[src/rtl/ks_exciter.sv]
// Karplus-Strong pluck exciter: emits one delay-length burst of scaled LFSR noise per pluck edge.
// Optional two-tap smoothing of the burst is enabled by defining KS_EXCITE_LOWPASS_EN.
module ks_exciter #(
  parameter logic [23:0] SEED = 24'h5A5A5A
) (
  input  logic        lrck,
  input  logic        rst_n,
  input  logic        pluck,
  input  logic [9:0]  delay,
  input  logic [7:0]  amplitude,
  output logic [23:0] out,
  output logic        busy
);

  typedef enum logic {IDLE, BURST} state_t;

  state_t      state_reg;
  logic [9:0]  len_reg;
  logic [9:0]  count_reg;
  logic [23:0] lfsr_reg;
  logic        pluck_q_reg;
  logic [23:0] out_reg;
  logic        busy_reg;

  // Feedback taps for x^24+x^23+x^22+x^17+1, stored as bit positions
  localparam logic [19:0] TAPS = {5'd16, 5'd21, 5'd22, 5'd23};

  logic [3:0] tap_bits;
  logic       feedback;

  genvar gi;
  generate
    for (gi = 0; gi < 4; gi++) begin : g_tap
      assign tap_bits[gi] = lfsr_reg[TAPS[gi*5 +: 5]];
    end
  endgenerate

  assign feedback = ^tap_bits;

  logic        start;
  logic        start_valid;
  logic        emit;
  logic [9:0]  len_eff;
  logic [9:0]  count_base;
  logic [9:0]  count_next;
  logic        last;

  assign start       = pluck & ~pluck_q_reg;
  assign start_valid = start && (delay != 10'd0);
  assign emit        = start_valid || (state_reg == BURST);
  assign len_eff     = start_valid ? delay : len_reg;
  assign count_base  = start_valid ? 10'd0 : count_reg;
  assign count_next  = count_base + 10'd1;
  assign last        = (count_next == len_eff);

  // Product magnitude stays below 2^31, so 32 bits hold it exactly
  logic signed [31:0] prod;
  logic [23:0]        scaled;
  logic [23:0]        sample;

  assign prod   = $signed({{8{lfsr_reg[23]}}, lfsr_reg}) * $signed({24'd0, amplitude});
  assign scaled = prod[31:8];

`ifdef KS_EXCITE_LOWPASS_EN
  logic [23:0] hist_reg;
  logic [23:0] prev_eff;
  logic [24:0] sum25;
  logic        unused_bits;

  // History restarts from zero on every burst start, retriggers included
  assign prev_eff    = start_valid ? 24'd0 : hist_reg;
  assign sum25       = {scaled[23], scaled} + {prev_eff[23], prev_eff};
  assign sample      = sum25[24:1];
  assign unused_bits = ^{prod[7:0], sum25[0]};

  always_ff @(posedge lrck) begin
    if (!rst_n) begin
      hist_reg <= 24'd0;
    end else if (emit) begin
      hist_reg <= scaled;
    end
  end
`else
  logic unused_bits;

  assign sample      = scaled;
  assign unused_bits = ^prod[7:0];
`endif

  always_ff @(posedge lrck) begin
    if (!rst_n) begin
      state_reg   <= IDLE;
      len_reg     <= 10'd0;
      count_reg   <= 10'd0;
      lfsr_reg    <= SEED;
      pluck_q_reg <= 1'b0;
      out_reg     <= 24'd0;
      busy_reg    <= 1'b0;
    end else begin
      pluck_q_reg <= pluck;
      if (emit) begin
        out_reg   <= sample;
        busy_reg  <= 1'b1;
        lfsr_reg  <= {lfsr_reg[22:0], feedback};
        if (start_valid) begin
          len_reg <= delay;
        end
        // Leaving BURST on the last sample lets a start on the next edge follow without a gap
        if (last) begin
          state_reg <= IDLE;
          count_reg <= 10'd0;
        end else begin
          state_reg <= BURST;
          count_reg <= count_next;
        end
      end else begin
        out_reg   <= 24'd0;
        busy_reg  <= 1'b0;
        state_reg <= IDLE;
        count_reg <= 10'd0;
      end
    end
  end

  assign out  = out_reg;
  assign busy = busy_reg;

endmodule

[config.mk]
export PLATFORM = sky130hd
export DESIGN_NAME = ks_exciter
export DESIGN_NICKNAME = d
export VERILOG_FILES = /design/src/rtl/ks_exciter.sv
export SDC_FILE = /design/constraint.sdc
export NUM_CORES = 1
export LEC_CHECK = 0
export ABC_AREA = 1
export CORE_MARGIN = 2
export CORE_UTILIZATION = 45
export DETAILED_ROUTE_END_ITERATION = 8
export MAX_ROUTING_LAYER = met4
export PLACE_DENSITY = 0.69
export SLEW_MARGIN = 20
export SYNTH_ARGS = -nofsm -noshare
export SYNTH_HDL_FRONTEND = slang
export SYNTH_SLANG_ARGS = --single-unit
export TNS_END_PERCENT = 10
[constraint.sdc]
create_clock -name lrck -period 7 [get_ports lrck]
set_input_delay 0.7 -clock lrck [delete_from_list [all_inputs] [get_ports lrck]]
set_output_delay 0.7 -clock lrck [all_outputs]
set_load 0.03 [all_outputs]
==> results of run 1 <==
worst min-delay path: stages, from the launching register on:
cell and delay, ns:
dfxtp_1 0.32, o21ai_2 0.07, nor2_1 0.07
power groups by stage:
stage | Sequential, mW | Combinational [mW] | Clock [mW]
2_1_floorplan | 0.560 | 2.84 | 0
3_3_place_gp | 0.539 | 3.86 | 0
3_5_place_dp | 0.540 | 3.88 | 0
4_1_cts | 0.531 | 3.91 | 0.524
5_1_grt | 0.538 | 4.45 | 0.537
6_report | 0.530 | 3.90 | 0.515
worst min-delay path by stage:
| stage | cells past startpoint | slack, ns | start | endpoint |
|---|---|---|---|---|
| 6_report | 2 | 0.50 | len_reg[1]$_SDFFE_PN0N_ | len_reg[1]$_SDFFE_PN0N_ |
| 4_1_cts | 2 | 0.51 | len_reg[1]$_SDFFE_PN0N_ | len_reg[1]$_SDFFE_PN0N_ |
| 2_1_floorplan | 2 | 0.47 | len_reg[1]$_SDFFE_PN0N_ | len_reg[1]$_SDFFE_PN0N_ |
| 3_3_place_gp | 2 | 0.49 | len_reg[1]$_SDFFE_PN0N_ | len_reg[1]$_SDFFE_PN0N_ |
| 3_5_place_dp | 2 | 0.49 | len_reg[1]$_SDFFE_PN0N_ | len_reg[1]$_SDFFE_PN0N_ |
| 5_1_grt | 2 | 0.55 | len_reg[1]$_SDFFE_PN0N_ | len_reg[1]$_SDFFE_PN0N_ |
logic make-up (layout without fill, tap and decap cells):
logic type | Yosys count | count (layout) | synth area share (%)
AND/OR/NAND/NOR | 500 | 500 | 21.8
AO/OA/AOI/OAI | 130 | 130 | 7.76
buffers and inverters | 380 | 395 | 15.3
XOR/XNOR | 16 | 16 | 1.47
flip-flops | 71 | 71 | 14.9
adder cells (fa/ha/maj) | 207 | 207 | 38.8
synth_stat cells:
cell / count
nand3b_1: 2
a21boi_0: 2
a221oi_1: 1
fa_1: 147
o21ai_1: 3
buf_2: 4
or2_1: 3
o21ai_0: 42
o31ai_1: 1
nor3_1: 4
o221ai_1: 2
ha_1: 60
o21a_1: 5
inv_2: 1
nor2_1: 86
dfxtp_1: 71
a21o_1: 8
nand2_2: 3
o21bai_4: 1
xnor2_1: 8
buf_4: 1
nand3_1: 46
a31oi_1: 1
o211ai_1: 2
inv_1: 326
or2_2: 12
nand4_1: 9
nand3_4: 1
a21oi_1: 58
xor2_1: 8
nor2_2: 11
nand2_1: 319
o21ai_2: 3
o221a_2: 1
nand3_2: 1
nor4_1: 1
nor2_4: 2
buf_6: 3
clkbuf_1: 45
per-layer routing:
metal,up-vias,part of all wire (%)
met5,-,0
met4,0,2.1
met3,32,3.1
met2,172,53
met1,3805,42
li1,3866,-
metrics by stage:
step                instances  util, %  worst slack (ns)  hold slack (ns)  total power, mW
finish                   1594     50.1              1.20            0.496             4.94
detailed placement       1578     48.6             0.869            0.491             4.42
global route             1594     50.1             0.665            0.553             5.53
CTS                      1594     50.1              1.23            0.505             4.96
global placement         1578     48.6             0.920            0.488             4.40
floorplan                1304        -              2.29            0.469             3.40
cell type report:
class | count | share of cell area (%)
clock buffer | 10 | 2.19
clock inverter | 6 | 0.884
inverter | 327 | 11.7
multi-input combinational | 853 | 63.5
sequential | 71 | 13.6
tap | 275 | 3.29
timing repair buffer | 52 | 4.80
==> summary.txt, run 1 <==
Place
  • Placed Instance Area: 10100 µm²
  • Port Buf Inserts: 45
  • Routability cong.: 0.887
  • HPWL Detailed: 18.6 mm

Timing
  • Final hold vios: 0
  • RSZ-0062 raised after global routing: no
  • Final setup fails: 0
  • Crit path time final: 5.80 ns
  • Worst Tran Pin Value: 0.965 ns
  • Final period util: 82.9%
  • Fmax achieved: 0.172 GHz
  • Max transition margin: 35.4%
  • Final count of pins violating max slew: 0
  • Setup TNS: 0 ns
  • Clk_skew: 0.00704 ns

Finish
  • Nets: 1542
  • Area of the multi-input gates: 6650 µm²
  • Area growth syn-to-layout: 9.84%
  • Layout fillers: 2060
  • Most frequent cells in the layout: inv_1 (326), nand2_1 (319), fa_1 (147), nor2_1 (86), dfxtp_1 (71)
  • Layout cell share with drive strength beyond 1: 4.40%
  • FF+latch area: 1420 µm²
  • # diodes: 0
  • Final Cell Area: 10500 µm²
  • Most common cell after layout, fill and taps aside: inv_1

Power
  • Internal power: 2.21 mW
  • Sw Share: 55.3%
  • Comb power frac: 78.9%
  • VDD IR max: 0.000306 V
  • Power Density: 472 nW/µm²
  • Reg power frac: 10.7%
  • Clock power share: 10.4%
  • NetSw: 2.73 mW
  • Lkg Pwr: 5.83 nW

Worst setup path
  • Critical-path maximum fanout: 23
  • Reg2Reg Setup Slack: 2.17 ns
  • End of the critical path: out[23]$_SDFF_PN0_
  • WP depth: 18
  • Setup CP Type: input port to flop
  • R2r worst-path depth: 17
  • Worst path required time: 7.27 ns
  • Setup crit start: amplitude[0]
  • Crit path buffers/inverters: 4
  • Crit-path cells: clkdlybuf4s50_1 > nand2_1 > fa_1 > fa_1 > inv_1 > fa_1 > inv_1 > fa_1 > inv_1 > ha_1 > a21oi_1 > o21ai_0 > a21oi_1 > nand2_1 > a21oi_1 > nand2_1 > or2_2 > a21oi_1
  • Crit path max-delay cell type: clkdlybuf4s50_1
  • CP arrival: 6.07 ns
  • Worst Setup End Kind: flop
  • R2R Path End: out[23]$_SDFF_PN0_
  • Reg2Reg Launch Point: lfsr_reg[23]$_SDFFE_PN0N_
  • Top delay family on crit path: adder cells
  • Critical path's largest stage delay: 1.09 ns
  • CP startpoint kind: input port

Clocking
  • Total setup buffers inserted after CTS: 0
  • CTS buffer count: 9
  • Clock buffer depth: 2
  • Insertion delay to the later sink of the worst-skew pair: 0.35 ns
  • Post-CTS sizing: 0
  • Total clock sinks: 71
  • # hold bufs at CTS: 0
  • TritonCTS clock tree: yes
  • Htree depth: 3
  • Clock transition at the registers of the reported paths: 0.06 ns
  • Root buffer cell: clkbuf_16

GRT
  • Met3 Usage GRT: 2.26%
  • Vias in the first global route: 8281
  • Initial antenna violation count: 0
  • Met1 usage: 26.6%
  • Total gr overflow: 0
  • First-pass GRT wire length: 39.2 mm
  • Busiest grt layer: met2
  • Largest net degree at the start of global routing: 29
  • GRT Util Overall: 22.9%
  • M2 GR Usage: 41.7%

Detailed routing
  • DRC: 0
  • Routed vias/inst: 4.94
  • Routed WL: 22.7 mm
  • TritonRoute pass-1 iters: 5
  • Post-detailed-route count of antenna-violating nets: 0
  • Total number of vias: 7875
  • Iter 0 DRT Violations: 434
  • Drt wl/cell: 14.2 µm

Synthesis
  • Syn_nets: 1532
  • Seq/Total Area, Yosys: 14.9%
  • Avg Inst Size Synth: 7.31 µm²
  • Library cells used by synthesis: 39
  • Yosys reg bits: 71
  • Main area contributors after synthesis: fa_1 (31%), dfxtp_1 (15%), inv_1 (13%), nand2_1 (13%), ha_1 (7.9%)
  • Leading area contributor after synthesis: fa_1
  • Yosys warns: 0
  • Mapped Area: 9530 µm²
  • Share of Yosys cell area claimed by the top area cell type: 30.9%
  • Cell count after synthesis: 1304

Min path
  • Min-delay worst type: flop to flop

Floorplan
  • I/O pin total: 46
  • Die ar.: 22400 µm²
  • Die Y-Extent: 150 µm
  • Initial Util: 45.6%
  • Core Area: 20900 µm²
  • FP Rows: 53
  • Die width: 150 µm

Job
  • Max_cap viols: 0

Status
  • Status: finished, final reports clean
Note: power is estimated with default switching activity, not from simulation.
==> inputs of run 2 (changes only) <==
==> constraint.sdc (replaced) <==
create_clock -name lrck -period 5.7 [get_ports lrck]
set_input_delay 0.57 -clock lrck [delete_from_list [all_inputs] [get_ports lrck]]
set_output_delay 0.57 -clock lrck [all_outputs]
set_load 0.03 [all_outputs]
==> summary.txt, run 2 (same netlist as run 1, synthesis figures left out) <==
Floorplan
  • Core Area: 20900 µm² (unchanged)
  • Initial Util: 45.6% (unchanged)
  • Die ar.: 22400 µm² (unchanged)
  • Die Y-Extent: 150 µm (unchanged)
  • I/O pin total: 46 (unchanged)
  • Die width: 150 µm (unchanged)
  • FP Rows: 53 (unchanged)

Worst setup path
  • Setup CP Type: input port to flop (unchanged)
  • Worst Setup End Kind: flop (unchanged)
  • Reg2Reg Setup Slack: 0.96 ns (was 2.17 ns)
  • Reg2Reg Launch Point: lfsr_reg[11]$_SDFFE_PN1N_ (was lfsr_reg[23]$_SDFFE_PN0N_)
  • Worst path required time: 5.91 ns (was 7.27 ns)
  • CP startpoint kind: input port (unchanged)
  • CP arrival: 5.31 ns (was 6.07 ns)
  • End of the critical path: out[10]$_SDFF_PN0_ (was out[23]$_SDFF_PN0_)
  • R2R Path End: out[10]$_SDFF_PN0_ (was out[23]$_SDFF_PN0_)
  • Setup crit start: amplitude[2] (was amplitude[0])
  • Critical-path maximum fanout: 7 (was 23)
  • R2r worst-path depth: 19 (was 17)

Min path
  • Min-delay worst type: flop to flop (unchanged)
  • Hold Path Origin: len_reg[1]$_SDFFE_PN0N_ (unchanged)

Timing
  • Setup TNS: 0 ns (unchanged)
  • Fmax achieved: 0.196 GHz
  • Clk_skew: 0.0144 ns (was 0.00704 ns)
  • Final hold vios: 0 (unchanged)
  • Worst Tran Pin Value: 0.897 ns (was 0.965 ns)
  • Crit path time final: 5.10 ns
  • Final count of pins violating max slew: 0 (unchanged)
  • Final period util: 89.5%
  • Max transition margin: 40.0% (was 35.4%)
  • RSZ-0062 raised after global routing: no (unchanged)
  • Final setup fails: 0 (unchanged)

Clocking
  • Insertion delay to the later sink of the worst-skew pair: 0.35 ns (about the same)
  • Post-CTS sizing: 0 (unchanged)
  • Clock buffer depth: 2 (unchanged)
  • # hold bufs at CTS: 0 (unchanged)
  • Total setup buffers inserted after CTS: 0 (unchanged)
  • Root buffer cell: clkbuf_16 (unchanged)
  • Clock transition at the registers of the reported paths: 0.06 ns (about the same)
  • TritonCTS clock tree: yes (unchanged)
  • Total clock sinks: 71 (unchanged)
  • Htree depth: 3 (unchanged)
  • CTS buffer count: 9 (unchanged)

Finish
  • Area of the multi-input gates: 6650 µm² (unchanged)
  • FF+latch area: 1420 µm² (unchanged)
  • Most frequent cells in the layout: inv_1 (326), nand2_1 (319), fa_1 (147), nor2_1 (86), dfxtp_1 (71) (unchanged)
  • Layout fillers: 2042 (was 2060)
  • Layout cell share with drive strength beyond 1: 5.05% (was 4.40%)
  • # diodes: 0 (unchanged)
  • Layout Cells excl Fill: 1602 (was 1594)
  • Most common cell after layout, fill and taps aside: inv_1 (unchanged)
  • Nets: 1550 (was 1542)
  • Area growth syn-to-layout: 11.3% (was 9.84%)

Detailed routing
  • Routed vias/inst: 4.99 (was 4.94)
  • DRC: 0 (unchanged)
  • TritonRoute pass-1 iters: 5 (unchanged)
  • Drt wl/cell: 14.3 µm (was 14.2 µm)
  • Iter 0 DRT Violations: 487 (was 434)
  • Post-detailed-route count of antenna-violating nets: 0 (unchanged)
  • Routed WL: 22.9 mm (was 22.7 mm)
  • Total number of vias: 7995 (was 7875)

GRT
  • First-pass GRT wire length: 39.4 mm (was 39.2 mm)
  • Initial antenna violation count: 0 (unchanged)
  • GRT Util Overall: 22.9% (about the same)
  • Vias in the first global route: 8224 (was 8281)
  • Largest net degree at the start of global routing: 29 (unchanged)
  • Total gr overflow: 0 (unchanged)

Place
  • Port Buf Inserts: 45 (unchanged)
  • HPWL Detailed: 18.4 mm (was 18.6 mm)
  • # placed instances: 1586 (was 1578)
  • Routability cong.: 0.883 (was 0.887)

Power
  • Lkg Pwr: 5.91 nW (was 5.83 nW)
  • VDD IR max: 0.000350 V (was 0.000306 V)
  • Total power: 6.09 mW (was 4.94 mW)
  • Power Density: 574 nW/µm² (was 472 nW/µm²)

Job
  • Max_cap viols: 0 (unchanged)

Status
  • Status: finished, final reports clean (unchanged)
[run 2: changes by cell type in the layout (fill, tap and decap cells not counted), sizes merged]
cell / change
clkinv: +1
inv: +1
clkinvlp: -2
bufinv: +1
buf: +8
clkbuf: -1
[run 2: through the flow]
stage	setup WS [ns]	hold WS [ns]	utilization [%]	area, µm²
2_1_floorplan	1.12	0.469	-	9530
3_3_place_gp	0.326	0.492	49.1	10300
3_5_place_dp	0.264	0.492	49.1	10300
4_1_cts	0.616	0.510	50.8	10600
5_1_grt	0.237	0.557	50.8	10600
6_report	0.596	0.503	50.8	10600
[run 2: cell type report]
| class | instances | share of cell area (%) |
|---|---|---|
| clock inverters | 7 | 1.20 |
| inverters | 327 | 11.6 |
| multi-input cells | 853 | 62.7 |
| repair buffers | 60 | 5.78 |
| clock buffers | 9 | 2.12 |
| well taps | 275 | 3.24 |
| flip-flops and latches | 71 | 13.4 |
[run 2: how the worst min path moves through the flow]
stage | end | slack (ns) | cells after the start
floorplan | len_reg[1]$_SDFFE_PN0N_ | 0.47 | 2
global placement | len_reg[1]$_SDFFE_PN0N_ | 0.49 | 2
detailed placement | len_reg[1]$_SDFFE_PN0N_ | 0.49 | 2
CTS | len_reg[1]$_SDFFE_PN0N_ | 0.51 | 2
global route | len_reg[1]$_SDFFE_PN0N_ | 0.56 | 2
finish | len_reg[1]$_SDFFE_PN0N_ | 0.50 | 2
[run 2: report_power, final]
part	internal, mW	switching (mW)
Clock	0.434	0.260
Combinational	1.75	2.98
Sequential	0.578	0.0761
Total	2.77	3.32
[run 2: critical path: stages]
cell and delay [ns]:
clkdlybuf4s50_1 0.62, buf_4 0.20, nand2_1 0.08, fa_1 0.51, inv_1 0.05, fa_1 0.48, fa_1 0.54, inv_1 0.05
fa_1 0.48, inv_1 0.04, ha_1 0.34, a21oi_1 0.22, inv_1 0.06, a21oi_1 0.22, a21boi_0 0.21, o21ai_1 0.16
inv_1 0.13, o21ai_1 0.08, xor2_1 0.16, inv_1 0.06, nor2_1 0.04
[run 2: layer usage]
layer	global-route usage, %	wire length, µm
met1	27.9	9830
met3	2.74	989
met2	39.4	11500
met5	-	0
met4	8.33	558
